File: src/rtl/uart_echo_buf.sv
`default_nettype none
// ============================================================================
// Module      : uart_echo_buf
// Description : Buffered UART echo engine. RX bytes are case-transformed,
//               queued in a FIFO and retransmitted over the start/done handshake.
// Revision    : 1.0 - initial release
// ============================================================================
module uart_echo_buf #(
    parameter int DATA_WIDTH = 8,
    parameter int DEPTH      = 16,
    parameter int CNT_WIDTH  = 8
) (
    input  logic                         clk,
    input  logic                         rst,
    input  logic [1:0]                   mode,
    input  logic                         tx_en,
    input  logic                         rx_strobe,
    input  logic                         rx_done,
    input  logic                         rx_err,
    input  logic [DATA_WIDTH-1:0]        rx_data,
    input  logic                         tx_strobe,
    input  logic                         tx_done,
    output logic                         tx_start,
    output logic [DATA_WIDTH-1:0]        tx_data,
    output logic [$clog2(DEPTH+1)-1:0]   level,
    output logic                         full,
    output logic                         empty,
    output logic [CNT_WIDTH-1:0]         overflow_cnt,
    output logic [CNT_WIDTH-1:0]         err_cnt
);

    localparam int c_ADDR_W = $clog2(DEPTH);
    localparam int c_LVL_W  = $clog2(DEPTH + 1);

    localparam logic [c_ADDR_W-1:0]  c_PTR_ONE  = c_ADDR_W'(1);
    localparam logic [c_LVL_W-1:0]   c_LVL_ONE  = c_LVL_W'(1);
    localparam logic [c_LVL_W-1:0]   c_LVL_FULL = c_LVL_W'(DEPTH);
    localparam logic [c_LVL_W-1:0]   c_LVL_NEAR = c_LVL_W'(DEPTH - 1);
    localparam logic [CNT_WIDTH-1:0] c_CNT_ONE  = CNT_WIDTH'(1);

    localparam logic [1:0] c_IDLE    = 2'd0;
    localparam logic [1:0] c_SEND    = 2'd1;
    localparam logic [1:0] c_RELEASE = 2'd2;

    logic [1:0]            r_state;
    logic [1:0]            w_state_nxt;
    logic [DATA_WIDTH-1:0] r_mem [DEPTH];
    logic [c_ADDR_W-1:0]   r_wr_ptr;
    logic [c_ADDR_W-1:0]   r_rd_ptr;
    logic [c_LVL_W-1:0]    r_level;
    logic                  r_full;
    logic                  r_empty;
    logic [DATA_WIDTH-1:0] r_tx_data;
    logic [CNT_WIDTH-1:0]  r_ovf_cnt;
    logic [CNT_WIDTH-1:0]  r_err_cnt;

    logic                  w_rx_evt;
    logic                  w_push;
    logic                  w_push_ok;
    logic                  w_pop;
    logic                  w_tx_start;
    logic [DATA_WIDTH-1:0] w_push_data;

    assign w_rx_evt  = rx_strobe & rx_done;
    assign w_push    = w_rx_evt & ~rx_err;
    // A full FIFO still accepts a push when the head leaves in the same cycle.
    assign w_push_ok = w_push & (~r_full | w_pop);

    generate
        if (DATA_WIDTH == 8) begin : g_xform
            logic w_is_up;
            logic w_is_lo;
            always_comb begin
                w_is_up     = (rx_data >= 8'h41) && (rx_data <= 8'h5A);
                w_is_lo     = (rx_data >= 8'h61) && (rx_data <= 8'h7A);
                w_push_data = rx_data;
                if (w_is_up || w_is_lo) begin
                    case (mode)
                        2'd1:    w_push_data[5] = 1'b0;
                        2'd2:    w_push_data[5] = 1'b1;
                        2'd3:    w_push_data[5] = ~rx_data[5];
                        default: w_push_data[5] = rx_data[5];
                    endcase
                end
            end
        end else begin : g_pass
            logic w_unused_mode;
            assign w_unused_mode = ^mode;
            assign w_push_data   = rx_data;
        end
    endgenerate

    // TX handshake FSM: state register
    always_ff @(posedge clk) begin
        if (rst) begin
            r_state <= c_IDLE;
        end else begin
            r_state <= w_state_nxt;
        end
    end

    // TX handshake FSM: next state; RELEASE waits for the core to see start drop
    always_comb begin
        w_state_nxt = r_state;
        case (r_state)
            c_IDLE:    if (tx_en && !r_empty)      w_state_nxt = c_SEND;
            c_SEND:    if (tx_strobe && tx_done)   w_state_nxt = c_RELEASE;
            c_RELEASE: if (tx_strobe && !tx_done)  w_state_nxt = c_IDLE;
            default:                               w_state_nxt = c_IDLE;
        endcase
    end

    // TX handshake FSM: outputs
    always_comb begin
        w_pop      = (r_state == c_IDLE) && tx_en && !r_empty;
        w_tx_start = (r_state == c_SEND);
    end

    always_ff @(posedge clk) begin
        if (w_push_ok) begin
            r_mem[r_wr_ptr] <= w_push_data;
        end
    end

    always_ff @(posedge clk) begin
        if (rst) begin
            r_wr_ptr  <= '0;
            r_rd_ptr  <= '0;
            r_level   <= '0;
            r_full    <= 1'b0;
            r_empty   <= 1'b1;
            r_tx_data <= '0;
            r_ovf_cnt <= '0;
            r_err_cnt <= '0;
        end else begin
            if (w_push_ok) begin
                r_wr_ptr <= r_wr_ptr + c_PTR_ONE;
            end
            if (w_pop) begin
                r_rd_ptr  <= r_rd_ptr + c_PTR_ONE;
                r_tx_data <= r_mem[r_rd_ptr];
            end
            case ({w_push_ok, w_pop})
                2'b10: begin
                    r_level <= r_level + c_LVL_ONE;
                    r_empty <= 1'b0;
                    r_full  <= (r_level == c_LVL_NEAR);
                end
                2'b01: begin
                    r_level <= r_level - c_LVL_ONE;
                    r_full  <= 1'b0;
                    r_empty <= (r_level == c_LVL_ONE);
                end
                default: begin
                    r_level <= r_level;
                end
            endcase
            if (w_push && r_full && !w_pop && !(&r_ovf_cnt)) begin
                r_ovf_cnt <= r_ovf_cnt + c_CNT_ONE;
            end
            if (w_rx_evt && rx_err && !(&r_err_cnt)) begin
                r_err_cnt <= r_err_cnt + c_CNT_ONE;
            end
        end
    end

    assign tx_start     = w_tx_start;
    assign tx_data      = r_tx_data;
    assign level        = r_level;
    assign full         = r_full;
    assign empty        = r_empty;
    assign overflow_cnt = r_ovf_cnt;
    assign err_cnt      = r_err_cnt;

    // Unused level encodings above DEPTH never occur; c_LVL_FULL documents the ceiling.
    logic w_unused_lvl;
    assign w_unused_lvl = ^c_LVL_FULL;

endmodule
`default_nettype wire
File: config.mk
export PLATFORM = sky130hd
export DESIGN_NAME = uart_echo_buf
export DESIGN_NICKNAME = d
export VERILOG_FILES = /design/src/rtl/uart_echo_buf.sv
export SDC_FILE = /design/constraint.sdc
export NUM_CORES = 1
export LEC_CHECK = 0
export ABC_AREA = 1
export BUFFER_PORTS_ARGS = -buffer_cell sky130_fd_sc_hd__buf_2
export CAP_MARGIN = 30
export CORE_UTILIZATION = 62
export DETAILED_ROUTE_END_ITERATION = 16
export PLACE_DENSITY = 0.91
export SLEW_MARGIN = 40
export SYNTH_ARGS = -nofsm -noshare
export SYNTH_HDL_FRONTEND = slang
export SYNTH_SLANG_ARGS = --single-unit
File: constraint.sdc
create_clock -name clk -period 4.2 [get_ports clk]
set_input_delay 0.63 -clock clk [delete_from_list [all_inputs] [get_ports clk]]
set_output_delay 0.63 -clock clk [all_outputs]
set_load 0.01 [all_outputs]
==> results.py <==
metrics = {
    "flow_run": {
        "drv_cap": 0,
    },
    "detailed_routing": {
        "wl_um": 17500,
        "vias_per_cell": 5.75,
        "drtIter0Drc": 750,
        "antenna_left": 0,
        "first_pass_iters": 13,
        "drc": 0,
        "vias": 5833,
        "wl_per_cell_um": 17.3,
    },
    "layout": {
        "mostFrequentLayoutCells": "nand2_1, edfxtp_1, inv_1",
        "diodes": 0,
        "final_common_cell": "nand2_1",
        "area_growth_pct": 10.8,
        "drive_gt1_frac": 0.104,
        "fillerInstances": 750,
        "layout.nets": 885,
    },
    "synthesis": {
        "ys.warnings.count": 0,
        "yosysSeqAreaShare": 0.614,
        "ys_async_sr_fraction": 0,
        "synth_top_area_share": 0.506,
        "synthTopCellsByArea": "edfxtp_1, nand2_1, dfxtp_1",
        "ys_types": 28,
        "synthCells": 816,
        "syn-cell-area_um2": 7590,
        "postSynthAreaPerCell_um2": 9.31,
        "synth_edf_count": 128,
        "synth-seq-cells": 169,
        "synthFlopType": "edfxtp_1",
        "synth_nets": 847,
        "synth_largest_area_cell": "edfxtp_1",
    },
    "timing": {
        "period_share": 0.544,
        "tightest_slew_ns": 0.757,
        "whs_ns": 0.475,
        "setup_viol": 0,
        "hold_viol": 0,
        "max_freq_mhz": 438,
        "slew_headroom": 0.494,
        "clock_skew_ns": 0.0140,
        "setup_tns_ns": 0,
        "period_minus_slack_ns": 2.28,
        "layout_setup_ws_ns": 1.92,
        "rsz0062_at_grt": "false",
        "drv_slew": 0,
    },
    "floorplan": {
        "io_pins": 50,
        "core_um2": 12000,
        "die_h_um": 113,
        "start_util": 0.635,
        "row_count": 40,
        "die_x_um": 113,
        "dieArea_um2": 12700,
    },
    "clocking": {
        "ctsResizeCount": 0,
        "path_clk_slew_ns": 0.06,
        "cts_htree_levels": 4,
        "cts_tree": "done",
        "cts.sinks": 169,
        "post_cts_buffers": 0,
        "cts_buffer_depth": 2,
        "cts-root-buf": "clkbuf_16",
        "ctsHoldBuffers": 0,
        "cts_buffers": 17,
        "clock_latency_ns": 0.43,
    },
    "setup_path": {
        "crit_fanout": 21,
        "cp-start-kind": "flop",
        "critPathCaptureType": "flop",
        "worstSetupPathType": "flop to flop",
        "worst_ep_arrival_time_ns": 2.60,
        "required_ns": 4.51,
    },
    "power": {
        "leakagePower_uw": 0.00358,
        "ir_drop_uv": 380,
        "p_per_area_nw_per_um2": 428,
    },
    "placed_design": {
        "port_buffers": 49,
        "place_ws_ns": 1.63,
        "gp_congestion": 0.894,
        "dp.final_hpwl_um": 11000,
    },
    "global_routing": {
        "grt_pass1_vias": 5563,
        "groute.usage.overall": 0.295,
        "antenna_found_initial": 0,
        "grt_pass1_wl_um": 27800,
        "grt_overflow": 0,
        "grt_max_degree": 67,
    },
    "worst_hold_path": {
        "worstHoldPathType": "flop to flop",
    },
    "outcome": {
        "status": "complete, no violations",
    },
}
[synthesized netlist by cell type, types with 3 or more instances]
library cell	instances
a21oi_1	31
buf_2	14
buf_4	4
buf_6	7
clkbuf_1	8
dfxtp_1	41
edfxtp_1	128
ha_1	13
inv_1	110
inv_2	3
nand2_1	251
nand3_1	99
nand4_1	4
nor2_1	54
nor3_1	4
o211ai_1	3
o21ai_0	21
xnor2_1	3
xor2_1	5
[final timing paths]
| check | startpoint | endpoint | slack [ns] | depth (start not counted) |
|---|---|---|---|---|
| worst min register to register | err_cnt[4]$_SDFFE_PP0P_ | err_cnt[4]$_SDFFE_PP0P_ | 0.48 | 2 |
| worst max register to register | empty$_SDFFE_PP1P_ | level[2]$_SDFFE_PP0P_ | 1.92 | 9 |
| worst min-delay path | err_cnt[4]$_SDFFE_PP0P_ | err_cnt[4]$_SDFFE_PP0P_ | 0.48 | 2 |
| worst max-delay path | empty$_SDFFE_PP1P_ | level[2]$_SDFFE_PP0P_ | 1.92 | 9 |
[registers in the layout (all words and copies together) (netlist names)]
signal	cells
r_mem	128
err_cnt	8
overflow_cnt	8
tx_data	8
level	5
r_rd_ptr	4
r_wr_ptr	4
r_state	2
empty	1
full	1
[final cells by class]
class	instances	area [um2]	area share
timing repair buffer	52	268	0.0318
multi-input combinational	499	2290	0.272
clock inverter	8	92.6	0.0110
inverter	115	434	0.0516
tap	147	184	0.0219
sequential	169	4670	0.554
clock buffer	24	483	0.0574
[per-layer routing]
layer	vias to the layer above	share of wire	track usage	wire (um)
met3	78	0.094	0.0718	1650
met1	2688	0.38	0.375	6710
met4	0	0.042	0.155	739
met5	-	0	0.00392	0
met2	346	0.48	0.472	8440
li1	2721	-	-	-
[cell families after synthesis]
| logic type | share of synthesized area |
|---|---|
| flip-flops | 0.614 |
| adder cells (fa/ha/maj) | 0.0214 |
| AND/OR/NAND/NOR | 0.228 |
| buffers and inverters | 0.0844 |
| AO/OA/AOI/OAI | 0.0428 |
| XOR/XNOR | 0.00923 |
[critical path: stages, from the launching register on]
cell and delay (ns):
dfxtp_1 0.34, nor2_1 0.22, nand2_4 0.12, inv_1 0.48, ha_1 0.40, inv_1 0.12, a21oi_1 0.12, o21ai_0 0.12
o21ai_0 0.19, a21oi_1 0.06
[metrics by stage]
stage               cell area [um2]  std cells   util  power, uW
CTS                            8420       1014  0.704       3610
finish                         8420       1014  0.704       3600
floorplan                      7590        816      -       2030
global placement               7840        982  0.655       2100
detailed placement             7840        982  0.656       2110
global route                   8420       1014  0.704       3710
[report_power, final]
| group | internal, uW | switching (uW) | leakage, uW | total, uW |
|---|---|---|---|---|
| clock network | 923 | 597 | 0.000286 | 1520 |
| logic | 72.4 | 181 | 0.00181 | 254 |
| registers | 1820 | 15.6 | 0.00148 | 1830 |
| total | 2810 | 794 | 0.00358 | 3600 |
Note: power is estimated with default switching activity, not from simulation.
